File: src/rtl/pipe_ctrl_pkg.sv
// Shared state encoding, register-file sizing and small decode helpers
// for the pipeline controller.
package pipe_ctrl_pkg;

   localparam int REG_IDX_W = 4;
   localparam int NUM_REGS  = 16;

   typedef enum logic [1:0] {
      ST_RUN      = 2'd0,
      ST_FLUSH    = 2'd1,
      ST_MEM_WAIT = 2'd2,
      ST_UNUSED   = 2'd3
   } state_t;

   function automatic logic is_mem_op(input logic rd_op, input logic wr_op);
      return rd_op | wr_op;
   endfunction

endpackage

File: src/rtl/pipeline_controller_scoreboard.sv
// Busy-bit scoreboard: one pending-write flag per architectural register,
// with a writeback bypass on both read ports and set-over-clear priority.
module reg_scoreboard
   import pipe_ctrl_pkg::*;
(
   input  logic                 clk,
   input  logic                 rst,
   input  logic                 set_en,
   input  logic [REG_IDX_W-1:0] set_idx,
   input  logic                 clr_en,
   input  logic [REG_IDX_W-1:0] clr_idx,
   input  logic [REG_IDX_W-1:0] rd_idx_a,
   input  logic [REG_IDX_W-1:0] rd_idx_b,
   output logic                 busy_a,
   output logic                 busy_b
);

   logic [NUM_REGS-1:0] busy_r;
   logic [NUM_REGS-1:0] busy_view_s;
   logic [NUM_REGS-1:0] busy_next_s;

   // Busy bits as seen this cycle, with the retiring writeback already removed
   always_comb begin
      busy_view_s = busy_r;
      if (clr_en) begin
         busy_view_s[clr_idx] = 1'b0;
      end else begin
         busy_view_s = busy_r;
      end
   end

   // Next busy bits: a new producer overrides a same-register writeback
   always_comb begin
      busy_next_s = busy_view_s;
      if (set_en) begin
         busy_next_s[set_idx] = 1'b1;
      end else begin
         busy_next_s = busy_view_s;
      end
   end

   // Busy-bit storage
   always_ff @(posedge clk or posedge rst) begin
      if (rst) begin
         busy_r <= {NUM_REGS{1'b0}};
      end else begin
         busy_r <= busy_next_s;
      end
   end

   assign busy_a = busy_view_s[rd_idx_a];
   assign busy_b = busy_view_s[rd_idx_b];

endmodule

File: src/rtl/pipeline_controller.sv
// Pipeline hazard, branch-flush and memory-wait controller.
// Define PIPE_CTRL_TIMEOUT_EN to build the mem_ack watchdog that drives mem_err.
module pipeline_controller
   import pipe_ctrl_pkg::*;
#(
   parameter int FLUSH_CYCLES = 2,
   parameter int MEM_TIMEOUT  = 255
) (
   input  logic       clk,
   input  logic       rst,
   input  logic       dec_valid,
   input  logic [3:0] dec_rs1,
   input  logic [3:0] dec_rs2,
   input  logic [1:0] dec_rs_used,
   input  logic [3:0] dec_rd,
   input  logic       dec_selWB,
   input  logic       dec_selMEMRD,
   input  logic       dec_selMEMWR,
   input  logic       wb_valid,
   input  logic [3:0] wb_rd,
   input  logic       br_taken,
   input  logic       mem_ack,
   output logic       issue,
   output logic       stall_if,
   output logic       stall_id,
   output logic       flush_id,
   output logic       flush_ex,
   output logic       mem_req,
   output logic       mem_err,
   output logic [1:0] state
);

   localparam logic [2:0] FLUSH_LAST   = 3'(FLUSH_CYCLES - 1);
   localparam logic [7:0] TIMEOUT_LAST = 8'(MEM_TIMEOUT - 1);

   state_t     state_r;
   state_t     state_next_s;
   logic [2:0] flush_cnt_r;
   logic [2:0] flush_cnt_next_s;
   logic       mem_req_r;
   logic       mem_err_r;
   logic       busy_rs1_s;
   logic       busy_rs2_s;
   logic       raw_s;
   logic       issue_s;
   logic       stall_s;
   logic       flush_s;
   logic       sb_set_s;
   logic       tmo_hit_s;

   reg_scoreboard u_scoreboard (
      .clk      (clk),
      .rst      (rst),
      .set_en   (sb_set_s),
      .set_idx  (dec_rd),
      .clr_en   (wb_valid),
      .clr_idx  (wb_rd),
      .rd_idx_a (dec_rs1),
      .rd_idx_b (dec_rs2),
      .busy_a   (busy_rs1_s),
      .busy_b   (busy_rs2_s)
   );

   assign raw_s    = (dec_rs_used[0] & busy_rs1_s) | (dec_rs_used[1] & busy_rs2_s);
   assign sb_set_s = issue_s & dec_selWB;

`ifdef PIPE_CTRL_TIMEOUT_EN
   logic [7:0] tmo_cnt_r;

   // An ack on the last allowed cycle still completes the access normally
   assign tmo_hit_s = (state_r == ST_MEM_WAIT) && !mem_ack && (tmo_cnt_r == TIMEOUT_LAST);

   // Cycles spent waiting for mem_ack; cleared whenever not waiting
   always_ff @(posedge clk or posedge rst) begin
      if (rst) begin
         tmo_cnt_r <= 8'd0;
      end else if ((state_r == ST_MEM_WAIT) && !mem_ack && !tmo_hit_s) begin
         tmo_cnt_r <= tmo_cnt_r + 8'd1;
      end else begin
         tmo_cnt_r <= 8'd0;
      end
   end
`else
   // Without the watchdog MEM_TIMEOUT has no effect and nothing ever times out
   assign tmo_hit_s = 1'b0 & (TIMEOUT_LAST == 8'd0);
`endif

   // Next-state and combinational pipeline controls
   always_comb begin
      state_next_s     = state_r;
      flush_cnt_next_s = flush_cnt_r;
      issue_s          = 1'b0;
      stall_s          = 1'b0;
      flush_s          = 1'b0;
      case (state_r)
         ST_RUN: begin
            issue_s = dec_valid & ~raw_s & ~br_taken;
            stall_s = dec_valid & ~issue_s & ~br_taken;
            if (br_taken) begin
               state_next_s     = ST_FLUSH;
               flush_cnt_next_s = FLUSH_LAST;
            end else if (issue_s && is_mem_op(dec_selMEMRD, dec_selMEMWR)) begin
               state_next_s = ST_MEM_WAIT;
            end else begin
               state_next_s = ST_RUN;
            end
         end
         ST_FLUSH: begin
            flush_s = 1'b1;
            if (flush_cnt_r == 3'd0) begin
               state_next_s = ST_RUN;
            end else begin
               state_next_s     = ST_FLUSH;
               flush_cnt_next_s = flush_cnt_r - 3'd1;
            end
         end
         ST_MEM_WAIT: begin
            stall_s = 1'b1;
            if (mem_ack || tmo_hit_s) begin
               state_next_s = ST_RUN;
            end else begin
               state_next_s = ST_MEM_WAIT;
            end
         end
         default: begin
            state_next_s     = ST_RUN;
            flush_cnt_next_s = 3'd0;
         end
      endcase
   end

   // FSM state, flush counter and registered memory handshake outputs
   always_ff @(posedge clk or posedge rst) begin
      if (rst) begin
         state_r     <= ST_RUN;
         flush_cnt_r <= 3'd0;
         mem_req_r   <= 1'b0;
         mem_err_r   <= 1'b0;
      end else begin
         state_r     <= state_next_s;
         flush_cnt_r <= flush_cnt_next_s;
         mem_req_r   <= (state_next_s == ST_MEM_WAIT);
         mem_err_r   <= tmo_hit_s;
      end
   end

   assign issue    = issue_s;
   assign stall_if = stall_s;
   assign stall_id = stall_s;
   assign flush_id = flush_s;
   assign flush_ex = flush_s;
   assign mem_req  = mem_req_r;
   assign mem_err  = mem_err_r;
   assign state    = state_r;

endmodule
File: config.mk
export PLATFORM = sky130hd
export DESIGN_NAME = pipeline_controller
export DESIGN_NICKNAME = d
export VERILOG_FILES = /design/src/rtl/pipe_ctrl_pkg.sv /design/src/rtl/pipeline_controller_scoreboard.sv /design/src/rtl/pipeline_controller.sv
export SDC_FILE = /design/constraint.sdc
export NUM_CORES = 1
export LEC_CHECK = 0
export BUFFER_PORTS_ARGS = -buffer_cell sky130_fd_sc_hd__buf_2
export CORE_MARGIN = 2
export CORE_UTILIZATION = 40
export CTS_CLUSTER_DIAMETER = 60
export DETAILED_ROUTE_END_ITERATION = 10
export GPL_TIMING_DRIVEN = 0
export PLACE_DENSITY = 0.59
export SLEW_MARGIN = 5
export SYNTH_ARGS = -nofsm -noshare
export SYNTH_HDL_FRONTEND = slang
export SYNTH_SLANG_ARGS = --single-unit
File: constraint.sdc
create_clock -name clk -period 2.5 [get_ports clk]
set_input_delay 0 -clock clk [delete_from_list [all_inputs] [get_ports clk]]
set_output_delay 0 -clock clk [all_outputs]
set_load 0.05 [all_outputs]
==> results of run 1 <==
-- metal layers --
metal	vias to the layer above	part of all wire (%)	global-route usage [%]
li1	758	-	-
met1	769	47	29.8
met2	69	45	32.6
met3	6	6.7	2.17
met4	0	1.3	6.89
met5	-	0	0
-- area by class of cell --
class	instances	area [um^2]	area share, %
sequential	22	551	28.4
buffer	13	87.6	4.51
timing repair buffer	34	188	9.67
clock buffer	4	55.1	2.84
multi-input combinational	129	963	49.6
tap	50	62.6	3.22
inverter	9	33.8	1.74
-- state kept, by name, indices dropped and copies added, names as in the netlist --
signal and cells:
u_scoreboard.busy_r 16, flush_cnt_r 3, state 2, mem_req 1
-- power by group through the flow --
stage,clock network (mW),logic (mW),registers [mW]
3_3_place_gp,0,0.575,0.481
2_1_floorplan,0,0.412,0.519
3_5_place_dp,0,0.596,0.486
4_1_cts,0.264,0.603,0.478
6_report,0.257,0.609,0.479
5_1_grt,0.275,0.662,0.488
-- through the flow --
| step | worst slack [ns] | hold slack [ns] |
|---|---|---|
| floorplan | 0.357 | -0.0108 |
| CTS | 0.00171 | 0.0367 |
| finish | 0.147 | 0.0439 |
| global placement | 0.211 | 0.197 |
| global route | 0.0424 | 0.0595 |
| detailed placement | 0.216 | 0.212 |
-- cells by family (layout without fill, tap and decap cells) --
kind of cell | after synthesis | in the layout | synth area share [%]
flip-flops | 22 | 22 | 34.0
AO/OA/AOI/OAI | 72 | 72 | 32.6
XOR/XNOR | 3 | 3 | 2.08
multiplexers | 9 | 9 | 6.48
AND/OR/NAND/NOR | 42 | 42 | 15.7
adder cells (fa/ha/maj) | 2 | 2 | 1.54
buffers and inverters | 22 | 60 | 7.48
other | 1 | 1 | 0.231
-- repair_timing --
action,CTS,global route
endpoints found under the hold margin,24,0
hold buffers,2,0
buffers inserted,0,2
endpoints found under the setup margin,1,3
resized for setup,1,3
pin swaps,0,2
-- worst min-delay path by stage --
stage / endpoint / from / slack, ns
2_1_floorplan: flush_cnt_r[0]$_DFFE_PP0P_ / rst / -0.01
3_3_place_gp: mem_req$_DFF_PP0_ / rst / 0.20
3_5_place_dp: mem_req$_DFF_PP0_ / mem_ack / 0.21
4_1_cts: state[0]$_DFF_PP0_ / br_taken / 0.04
5_1_grt: state[0]$_DFF_PP0_ / br_taken / 0.06
6_report: state[0]$_DFF_PP0_ / br_taken / 0.04
-- cell usage in the layout, fill, tap and decap left out, types with 2 or more instances in the layout --
cell           instances
nor3_1                 3
or2_2                  2
nor2_1                 2
o21ai_1                2
o41ai_1               16
nand4_1                2
nand2b_1               9
clkbuf_8               4
a311oi_1               2
a21oi_1                5
nor2b_1                3
o311ai_0               2
dfrtp_1               22
a22o_1                 2
nand2_1                9
clkbuf_1               3
mux2_2                 2
buf_4                  6
mux2i_1                6
o2111ai_1              5
inv_1                  9
ha_1                   2
o32ai_1                2
o21ai_0               19
o211ai_1               7
nand3b_1               2
buf_2                 32
buf_6                  3
dlygate4sd3_1          2
nand3_1                2
-- worst register-to-register path, cell delays in order (launching register included) --
cell      delay, ns
dfrtp_1        0.38
clkbuf_1       0.18
nor3_1         0.50
nand2_1        0.13
or3_1          0.42
o41ai_1        0.32
==> summary.md, run 1 <==
| Metric | Value |
|---|---|
| Outcome | `complete, no violations` |
| Synth Net Count | `202` |
| Kind of critical path | `flip-flop to primary output` |
| Synth Warn # | `0` |
| Iteration-0 DRC Markers | `117` |
| Family with the most delay on the worst path | `compound AO/OA/AOI/OAI gates` |
| Pins Over Slew Limit | `0` |
| Combinational power share | `45.3%` |
| Mapped Avg Cell Area | `9.37 um^2` |
| Placed Cells incl. Taps | `253` |
| Placement Cell Area | `1840 um^2` |
| Worst path cell trace | `nor2b_1 > a211o_1 > a41oi_2 > a21oi_1 > o2111a_2 > buf_6 > o31a_1 > buf_4 > buf_4` |
| Initial antenna violation count | `0` |
| Synth area leader | `dfrtp_1` |
| Min Tclk post-route | `2.35 ns` |
| Net Sw Frac | `41.4%` |
| Clock network power share | `19.1%` |
| Via count | `1602` |
| Layout Nets | `241` |
| Final wirelength | `4.56 mm` |
| H-Tree Depth | `1` |
| Reg2Reg Depth | `5` |
| Drt pass-1 iters | `4` |
| Site Rows | `23` |
| Die height | `67.7 um` |
| Worst hold path stage count | `3` |
| Max transition margin | `42.0%` |
| Stages on the worst setup path | `9` |
| Overall routing resource usage | `20.8%` |
| Worst-margin pin slew | `0.869 ns` |
| Vias per std cell | `6.14` |
| Most used cell, CP | `buf_4` |
| Grt ovf | `0` |
| Largest net degree at the start of global routing | `23` |
| Vias in the first global route | `1501` |
| Die ar. | `4580 um^2` |
| Final ANT Viol Nets | `0` |
| Cells after Synth | `173` |
| CP endpoint kind | `primary output` |
| Root Buffer | `clkbuf_8` |
| Clock Tree Buf Depth | `2` |
| WP data arrival | `2.35 ns` |
| Finish-stage setup viols | `0` |
| Max FO, Critical Path | `10` |
| Synth cell types | `50` |
| Port Buffers | `30` |
| Leak | `0.848 nW` |
| Worst path buffer plus inverter count | `3` |
| Cell with the most instances after synthesis | `dfrtp_1` |
| Tcrit/Tclk final | `94.1%` |
| # Max-Cap Violations | `0` |
| Area Overhead vs Synth | `19.7%` |
| Worst path max stage delay | `0.42 ns` |
| Synth cell count leaders | `22 x dfrtp_1, 19 x o21ai_0, 16 x o41ai_1` |
| Total power | `1.34 mW` |
| Pwr/cell area | `693 nW/um^2` |
| Number of CTS-inserted buffers | `3` |
| Worst-path clk slew | `0.08 ns` |
| Number of fill cells | `387` |
| Sequential cell fraction of total power | `35.6%` |
| Fin Setup TNS | `0 ns` |
| Worst Setup SP | `u_scoreboard.busy_r[0]$_DFF_PP0_` |
| RSZ-0062 raised after global routing | `no` |
| WP data required | `2.50 ns` |
| Synth area leaders | `dfrtp_1 34%, o41ai_1 8.6%, o21ai_0 5.9%` |
| Post-Syn Area | `1620 um^2` |
| Routability Congestion | `0.792` |
| Slowest CP cell | `dfrtp_1` |
| Reg2reg start | `state[0]$_DFF_PP0_` |
| Wirelength per Cell | `17.5 um` |
| Post-layout util | `49.2%` |
| Starting density of the core | `41.1%` |
| CP Launch Type | `flip-flop` |
| Core footprint | `3940 um^2` |
| First-pass GRT wire length | `7.16 mm` |
| Share of the synthesized area in the top cell type | `34.0%` |
| Worst reg2reg endpoint | `u_scoreboard.busy_r[12]$_DFF_PP0_` |
| Fmax | `0.425 GHz` |
| Inserted Diodes | `0` |
| Net Sw Power | `0.557 mW` |
| Finished Layout Cells | `261` |
| Worst hold path class | `input pin to flip-flop` |
| Ys flop type | `dfrtp_1` |
| R2r setup slk | `0.45 ns` |
| CTS tree | `built` |
| FF+latch count, synth | `22` |
| Sequential element share of the synthesized area | `34.0%` |
| Die width | `67.7 um` |
| Asr flop ratio synth | `100%` |
| Layout cells sized above 1 | `28.4%` |
| Pint | `0.788 mW` |
| Remaining DRCs | `0` |
| Worst skew pair latency | `0.26 ns` |
| Worst Skew | `0.00127 ns` |
| VDD IR max | `310 uV` |
| Endpoints failing hold | `0` |
| Critical path endpoint | `stall_if` |
| IO Pins | `36` |
| EDFF count, synth | `0` |
| Finished Cell Area | `1940 um^2` |
| CTS Sinks | `22` |
| HPWL Detailed | `3.51 mm` |
Power figures use the tool's default switching activity.
==> run 2: changes to the inputs <==
--- a/config.mk
+++ b/config.mk
@@ -5,6 +5,7 @@
 export SDC_FILE = /design/constraint.sdc
 export NUM_CORES = 1
 export LEC_CHECK = 0
+export ABC_AREA = 1
 export BUFFER_PORTS_ARGS = -buffer_cell sky130_fd_sc_hd__buf_2
 export CORE_MARGIN = 2
 export CORE_UTILIZATION = 40
==> run 2 against run 1 <==
  * Critical path type is now flip-flop to flip-flop
  * Worst setup slack improved by 0.42 ns
  * Critical endpoint is now mem_req$_DFF_PP0_
  * Routed wire length fell by 6.7%
  * Clock skew barely moved
==> summary.md, run 2 <==
| Metric | Value |
|---|---|
| Outcome | `complete, no violations (unchanged)` |
| Max FO, Critical Path | `9 (was 10)` |
| Die height | `66.6 um (was 67.7 um)` |
| Net Sw Frac | `39.9% (was 41.4%)` |
| Critical path endpoint | `mem_req$_DFF_PP0_ (was stall_if)` |
| Synth cell count leaders | `88 x nand3_1, 52 x nand2_1, 22 x dfrtp_1 (was 22 x dfrtp_1, 19 x o21ai_0, 16 x o41ai_1)` |
| Worst reg2reg endpoint | `mem_req$_DFF_PP0_ (was u_scoreboard.busy_r[12]$_DFF_PP0_)` |
| # Max-Cap Violations | `0 (unchanged)` |
| Post-Syn Area | `1570 um^2 (was 1620 um^2)` |
| Post-Synth XOR/XNOR Area | `0% (was 2.08%)` |
| Grt ovf | `0 (unchanged)` |
| CTS resizes | `0 (was 1)` |
| Reg2reg start | `u_scoreboard.busy_r[3]$_DFF_PP0_ (was state[0]$_DFF_PP0_)` |
| Slowest CP cell | `dlygate4sd3_1 (was dfrtp_1)` |
| Fmax | `0.517 GHz (was 0.425 GHz)` |
| Asr flop ratio synth | `100% (unchanged)` |
| Finish-stage setup viols | `0 (unchanged)` |
| Root Buffer | `clkbuf_8 (unchanged)` |
| Synth area leaders | `dfrtp_1 35%, nand3_1 28%, nand2_1 12% (was dfrtp_1 34%, o41ai_1 8.6%, o21ai_0 5.9%)` |
| Layout Nets | `306 (was 241)` |
| Worst-margin pin slew | `0.841 ns (was 0.869 ns)` |
| Post-synthesis mux area share | `0% (was 6.48%)` |
| CP Launch Type | `flip-flop (unchanged)` |
| Most frequent cells in the layout | `88 x nand3_1, 52 x nand2_1, 34 x buf_2 (was 32 x buf_2, 22 x dfrtp_1, 19 x o21ai_0)` |
| Sequential element share of the synthesized area | `35.2% (was 34.0%)` |
| Fin Setup TNS | `0 ns (unchanged)` |
| Clock network power share | `25.2% (was 19.1%)` |
| Net Sw Power | `0.534 mW (was 0.557 mW)` |
| Vias in the first global route | `1495 (was 1501)` |
| FF+latch count, synth | `22 (unchanged)` |
| Sequential cell fraction of total power | `34.8% (was 35.6%)` |
| Endpoints failing hold | `0 (unchanged)` |
| Cell with the most instances after synthesis | `nand3_1 (was dfrtp_1)` |
| Synth Net Count | `266 (was 202)` |
| Ys flop type | `dfrtp_1 (unchanged)` |
| Drt pass-1 iters | `4 (unchanged)` |
| Initial antenna violation count | `0 (unchanged)` |
| EDFF count, synth | `0 (unchanged)` |
| CTS Sinks | `22 (unchanged)` |
| Max reg flops | `16 (unchanged)` |
| WP data arrival | `2.14 ns (was 2.35 ns)` |
| Most used cell, CP | `nand3_1 (was buf_4)` |
| Placed Cells incl. Taps | `316 (was 253)` |
| Worst path cell trace | `nand3_1 > nand3_1 > nand3_1 > nand3b_1 > nand3_1 > nand2_2 > nor2_4 > o21ai_1 > dlygate4sd3_1 > nand2_1 (was nor2b_1 > a211o_1 > a41oi_2 > a21oi_1 > o2111a_2 > buf_6 > o31a_1 > buf_4 > buf_4)` |
| Routability Congestion | `0.971 (was 0.792)` |
| CP endpoint kind | `flip-flop (was primary output)` |
| Iteration-0 DRC Markers | `177 (was 117)` |
| Die width | `66.6 um (was 67.7 um)` |
| Pins Over Slew Limit | `0 (unchanged)` |
| Starting density of the core | `42.1% (was 41.1%)` |
| Worst skew pair latency | `0.26 ns (about the same)` |
| Post-Synth Simple-Gate Area | `51.4% (was 15.7%)` |
| Synth cell types | `20 (was 50)` |
| Adder-Cell Fraction of Synth Area | `1.60% (was 1.54%)` |
| R2r setup slk | `0.57 ns (was 0.45 ns)` |
| Layout cells sized above 1 | `19.2% (was 28.4%)` |
| Mapped Avg Cell Area | `6.60 um^2 (was 9.37 um^2)` |
| Via count | `1675 (was 1602)` |
| Core footprint | `3720 um^2 (was 3940 um^2)` |
| IO Pins | `36 (unchanged)` |
| Inserted Diodes | `0 (unchanged)` |
| CTS tree | `built (unchanged)` |
| Largest net degree at the start of global routing | `23 (unchanged)` |
| Cells after Synth | `237 (was 173)` |
| Kind of critical path | `flip-flop to flip-flop (was flip-flop to primary output)` |
| Synth area leader | `dfrtp_1 (unchanged)` |
| Reg2Reg Depth | `10 (was 5)` |
| H-Tree Depth | `1 (unchanged)` |
| Vias per std cell | `5.17 (was 6.14)` |
| Area Overhead vs Synth | `20.9% (was 19.7%)` |
| Pint | `0.806 mW (was 0.788 mW)` |
| Min Tclk post-route | `1.93 ns (was 2.35 ns)` |
| Reg with most FFs | `u_scoreboard.busy_r (unchanged)` |
| Share of the synthesized area in the top cell type | `35.2% (was 34.0%)` |
| Worst Skew | `0.00164 ns (was 0.00127 ns)` |
| Leak | `0.975 nW (was 0.848 nW)` |
| WP data required | `2.71 ns (was 2.50 ns)` |
| Max transition margin | `43.9% (was 42.0%)` |
| Final ANT Viol Nets | `0 (unchanged)` |
| Final wirelength | `4.25 mm (was 4.56 mm)` |
| Clock Tree Buf Depth | `2 (unchanged)` |
| First-pass GRT wire length | `6.96 mm (was 7.16 mm)` |
| Worst-path clk slew | `0.08 ns (about the same)` |
| Commonest non-fill, non-tap cell in the layout | `nand3_1 (was buf_2)` |
| Finished Layout Cells | `324 (was 261)` |
| Overall routing resource usage | `20.9% (was 20.8%)` |
| Worst Setup SP | `u_scoreboard.busy_r[3]$_DFF_PP0_ (was u_scoreboard.busy_r[0]$_DFF_PP0_)` |
| Site Rows | `22 (was 23)` |
| Die ar. | `4430 um^2 (was 4580 um^2)` |
| Worst hold path class | `input pin to flip-flop (unchanged)` |
| Combinational power share | `40.0% (was 45.3%)` |
| Pwr/cell area | `709 nW/um^2 (was 693 nW/um^2)` |
| Tcrit/Tclk final | `77.4% (was 94.1%)` |
| Wirelength per Cell | `13.1 um (was 17.5 um)` |
| Synth Warn # | `0 (unchanged)` |
| Number of CTS-inserted buffers | `3 (unchanged)` |
| Port Buffers | `31 (was 30)` |
| HPWL Detailed | `3.38 mm (was 3.51 mm)` |
| Compound-Gate Fraction of Synth Area | `2.48% (was 32.6%)` |
| RSZ-0062 raised after global routing | `no (unchanged)` |
| Remaining DRCs | `0 (unchanged)` |
| Worst path max stage delay | `0.58 ns (was 0.42 ns)` |
| Combinational family with the most area after synthesis | `simple AND/OR/NAND/NOR gates (was compound AO/OA/AOI/OAI gates)` |
| VDD IR max | `297 uV (was 310 uV)` |
-- run 2: changes by cell type after synthesis, moves of 6 or more --
cell      before  now
inv_1          9   19
mux2i_1        6    0
nand2_1       10   52
nand2b_1       9    0
nand3_1        2   88
nor2_1         2   20
o211ai_1       7    1
o21ai_0       19    4
o41ai_1       16    0
-- run 2: power groups by stage --
stage | combinational, mW | clock [mW] | sequential [mW]
after floorplan | 0.364 | 0 | 0.511
after global placement | 0.526 | 0 | 0.473
after detailed placement | 0.534 | 0 | 0.473
after CTS | 0.541 | 0.340 | 0.465
after global routing | 0.600 | 0.358 | 0.476
final | 0.536 | 0.338 | 0.467
-- run 2: worst min-delay path by stage --
stage / endpoint / from / cells after the start
after floorplan: flush_cnt_r[0]$_DFFE_PP0P_ / rst / 1
after CTS: state[1]$_DFF_PP0_ / mem_ack / 3
final: state[1]$_DFF_PP0_ / mem_ack / 3
after detailed placement: flush_cnt_r[2]$_DFFE_PP0P_ / rst / 2
after global placement: u_scoreboard.busy_r[1]$_DFF_PP0_ / rst / 2
after global routing: state[1]$_DFF_PP0_ / mem_ack / 3
-- run 2: cell families (layout without fill, tap and decap cells) --
group | after synthesis | count (layout)
adder cells (fa/ha/maj) | 2 | 2
flip-flops | 22 | 22
other | 1 | 1
AND/OR/NAND/NOR | 173 | 173
buffers and inverters | 32 | 71
AO/OA/AOI/OAI | 7 | 7
-- run 2: worst max-delay path: cells and delay by family (launching register included) --
family	cells	cell delay [ns]
buf+inv	1	0.58
flops	1	0.41
simple gates	8	0.80
compound gates	1	0.09
-- run 2: layer usage --
layer	GRT usage, %	wire length [um]
met1	29.9	2030
met5	0	0
met4	5.87	61
met3	3.55	336
met2	32.5	1830
-- run 2: metrics by stage --
stage / area (um^2) / hold slack, ns / power, mW / utilization, % / setup WS [ns]
4_1_cts: 1890 / 0.0143 / 1.35 / 50.9 / 0.576
6_report: 1890 / 0.0172 / 1.34 / 50.9 / 0.566
3_5_place_dp: 1780 / 0.220 / 1.01 / 47.9 / 0.771
2_1_floorplan: 1570 / -0.0108 / 0.875 / - / 0.375
3_3_place_gp: 1780 / 0.213 / 0.999 / 47.9 / 0.766
5_1_grt: 1890 / 0.0288 / 1.43 / 50.9 / 0.364
-- run 2: what timing repair did --
item,CTS,global route
hold buffers,4,0
hold endpoints to repair,25,0
buffers inserted,0,0
endpoints found under the setup margin,0,0
-- run 2: layout make-up --
type,count,area [um^2]
Buffer,9,56.3
Clock buffer,3,41.3
Clock inverter,1,30.0
Fill cell,413,1820
Inverter,23,86.3
Multi-Input combinational cell,183,872
Sequential cell,22,551
Tap cell,48,60.1
Timing Repair Buffer,35,195
==> run 3: changes to the inputs <==
--- a/config.mk
+++ b/config.mk
@@ -5,14 +5,14 @@
 export SDC_FILE = /design/constraint.sdc
 export NUM_CORES = 1
 export LEC_CHECK = 0
-export ABC_AREA = 1
+export ABC_AREA = 0
 export BUFFER_PORTS_ARGS = -buffer_cell sky130_fd_sc_hd__buf_2
 export CORE_MARGIN = 2
 export CORE_UTILIZATION = 40
 export CTS_CLUSTER_DIAMETER = 60
 export DETAILED_ROUTE_END_ITERATION = 10
 export GPL_TIMING_DRIVEN = 0
-export PLACE_DENSITY = 0.59
+export PLACE_DENSITY = 0.61
 export SLEW_MARGIN = 5
 export SYNTH_ARGS = -nofsm -noshare
 export SYNTH_HDL_FRONTEND = slang
==> constraint.sdc (replaced) <==
create_clock -name clk -period 1.76 [get_ports clk]
set_input_delay 0 -clock clk [delete_from_list [all_inputs] [get_ports clk]]
set_output_delay 0 -clock clk [all_outputs]
set_load 0.05 [all_outputs]
==> run 3 against run 2 <==
  * The run now ends with setup timing left
  * Non-clock buffer count increased by 18
  * Worst setup slack got worse by 1.1 ns
  * Final area rose by 26%
  * Critical endpoint is now stall_if
  * Largest power group unchanged
==> summary.md, run 3 (synthesis results as in run 1) <==
| Metric | Value |
|---|---|
| WP data arrival | `2.31 ns (was 2.14 ns)` |
| Grt ovf | `0 (unchanged)` |
| Number of CTS-inserted buffers | `3 (unchanged)` |
| R2r setup slk | `-0.44 ns (was 0.57 ns)` |
| Largest net degree at the start of global routing | `23 (unchanged)` |
| Worst skew pair latency | `0.26 ns (about the same)` |
| Outcome | `finished with violations (was complete, no violations)` |
| Max FO, Critical Path | `7 (was 9)` |
| Die width | `67.7 um (was 66.6 um)` |
| Initial antenna violation count | `0 (unchanged)` |
| Worst reg2reg endpoint | `u_scoreboard.busy_r[12]$_DFF_PP0_ (was mem_req$_DFF_PP0_)` |
| Port Buffers | `30 (was 31)` |
| First-pass GRT wire length | `8.22 mm (was 6.96 mm)` |
| Max reg flops | `16 (unchanged)` |
| Iteration-0 DRC Markers | `115 (was 177)` |
| Kind of critical path | `flip-flop to primary output (was flip-flop to flip-flop)` |
| Via count | `1697 (was 1675)` |
| Site Rows | `23 (was 22)` |
| Worst-path clk slew | `0.08 ns (about the same)` |
| WP data required | `1.76 ns (was 2.71 ns)` |
| CP endpoint kind | `primary output (was flip-flop)` |
| Inserted Diodes | `0 (unchanged)` |
| Pins Over Slew Limit | `0 (unchanged)` |
| Endpoints failing hold | `0 (unchanged)` |
| Final wirelength | `5.32 mm (was 4.25 mm)` |
| Clock Tree Buf Depth | `2 (unchanged)` |
| Die height | `67.7 um (was 66.6 um)` |
| RSZ-0062 raised after global routing | `yes (was no)` |
| Failing checks | `setup timing` |
| Vias per std cell | `6.15 (was 5.17)` |
| Max transition margin | `42.3% (was 43.9%)` |
| Root Buffer | `clkbuf_8 (unchanged)` |
| Worst hold path class | `input pin to flip-flop (unchanged)` |
| Area Overhead vs Synth | `47.0% (was 20.9%)` |
| CP Launch Type | `flip-flop (unchanged)` |
| Leak | `1.05 nW (was 0.975 nW)` |
| Starting density of the core | `41.1% (was 42.1%)` |
| Min Tclk post-route | `2.31 ns` |
| Final ANT Viol Nets | `0 (unchanged)` |
| Hold_sp | `br_taken (was mem_ack)` |
| Worst hold path stage count | `3 (unchanged)` |
| Finished Cell Area | `2380 um^2 (was 1890 um^2)` |
| Wirelength per Cell | `19.3 um (was 13.1 um)` |
| Drt pass-1 iters | `5 (was 4)` |
| Core footprint | `3940 um^2 (was 3720 um^2)` |
| Reg with most FFs | `u_scoreboard.busy_r (unchanged)` |
| Reg2Reg Depth | `9 (was 10)` |
| IO Pins | `36 (unchanged)` |
| HPWL Detailed | `3.51 mm (was 3.38 mm)` |
| Placement Cell Area | `1880 um^2 (was 1780 um^2)` |
| Layout cells sized above 1 | `43.4% (was 19.2%)` |
| Remaining DRCs | `0 (unchanged)` |
| Layout Nets | `256 (was 306)` |
| VDD IR max | `542 uV (was 297 uV)` |
| Finish-stage setup viols | `21 (was 0)` |
| Tcrit/Tclk final | `131%` |
| Overall routing resource usage | `24.0% (was 20.9%)` |
| Total power | `2.16 mW (was 1.34 mW)` |
| Final worst setup slack | `-0.549 ns (was 0.566 ns)` |
| Most frequent cells in the layout | `29 x buf_2, 21 x dfrtp_1, 16 x o21ai_0 (was 88 x nand3_1, 52 x nand2_1, 34 x buf_2)` |
| Routability Congestion | `0.835 (was 0.971)` |
| Reg2reg start | `u_scoreboard.busy_r[0]$_DFF_PP0_ (was u_scoreboard.busy_r[3]$_DFF_PP0_)` |
| Worst hold path endpoint | `state[0]$_DFF_PP0_ (was state[1]$_DFF_PP0_)` |
| H-Tree Depth | `1 (unchanged)` |
| Commonest non-fill, non-tap cell in the layout | `buf_2 (was nand3_1)` |
| CTS Sinks | `22 (unchanged)` |
| Worst Skew | `0.00251 ns (was 0.00164 ns)` |
| Pwr/cell area | `905 nW/um^2 (was 709 nW/um^2)` |
| Die ar. | `4580 um^2 (was 4430 um^2)` |
| Vias in the first global route | `1696 (was 1495)` |
| # Max-Cap Violations | `0 (unchanged)` |
| CTS tree | `built (unchanged)` |
| Worst-margin pin slew | `0.864 ns (was 0.841 ns)` |
| Final hold slack | `0.0340 ns (was 0.0172 ns)` |
| Fmax | `0.433 GHz` |
run 3: cell type report:
type / instances / area [um^2]
clock buffer: 4 / 55.1
inverter: 9 / 33.8
sequential: 22 / 552
buffer: 12 / 93.8
tap: 50 / 62.6
multi-input combinational: 129 / 1210
fill: 324 / 1560
timing repair buffer: 50 / 377
run 3: timing repair:
item / 4_1_cts / 5_1_grt
buffers inserted: 18 / 9
endpoints found under the setup margin: 19 / 21
hold endpoints to repair: 24 / 0
pin swaps: 10 / 11
hold buffers: 2 / 0
resized for setup: 33 / 25
run 3: how the worst max path moves through the flow:
| stage | start | to | slack (ns) | cells after the start |
|---|---|---|---|---|
| final | u_scoreboard.busy_r[0]$_DFF_PP0_ | stall_if | -0.55 | 9 |
| after detailed placement | wb_rd[1] | stall_if | -0.47 | 10 |
| after global routing | u_scoreboard.busy_r[0]$_DFF_PP0_ | stall_if | -0.60 | 9 |
| after global placement | wb_rd[1] | stall_if | -0.49 | 10 |
| after CTS | u_scoreboard.busy_r[12]$_DFF_PP0_ | stall_if | -0.53 | 10 |
| after floorplan | u_scoreboard.busy_r[14]$_DFF_PP0_ | stall_if | -0.13 | 8 |
run 3: worst max-delay path, cell delays in order (launching register included):
cell      delay (ns)
dfrtp_1         0.41
nor2b_1         0.14
a211o_1         0.29
a41oi_2         0.17
a21oi_1         0.06
o2111a_2        0.29
buf_8           0.14
o31a_4          0.29
buf_8           0.12
buf_6           0.14
run 3: metal layers:
| layer | wire (um) | global-route usage (%) | vias up |
|---|---|---|---|
| li1 | - | - | 791 |
| met1 | 2310 | 32.4 | 832 |
| met2 | 2670 | 39.3 | 70 |
| met3 | 307 | 2.33 | 4 |
| met4 | 45 | 9.69 | 0 |
| met5 | 0 | 0 | - |
run 3: through the flow:
step | setup TNS [ns] | cells | util [%] | setup WS (ns)
floorplan | -0.310 | 173 | - | -0.135
global placement | -5.40 | 253 | 47.7 | -0.491
detailed placement | -5.63 | 253 | 47.7 | -0.475
CTS | -6.40 | 276 | 57.9 | -0.530
global route | -7.32 | 276 | 60.5 | -0.601
finish | -6.18 | 276 | 60.5 | -0.549
run 3: power by group:
| group | switching, mW | total [mW] | leakage (nW) | internal, mW |
|---|---|---|---|---|
| Clock | 0.164 | 0.363 | 0.0288 | 0.199 |
| Combinational | 0.664 | 1.11 | 0.725 | 0.446 |
| Sequential | 0.0713 | 0.683 | 0.294 | 0.612 |
| Total | 0.899 | 2.16 | 1.05 | 1.26 |
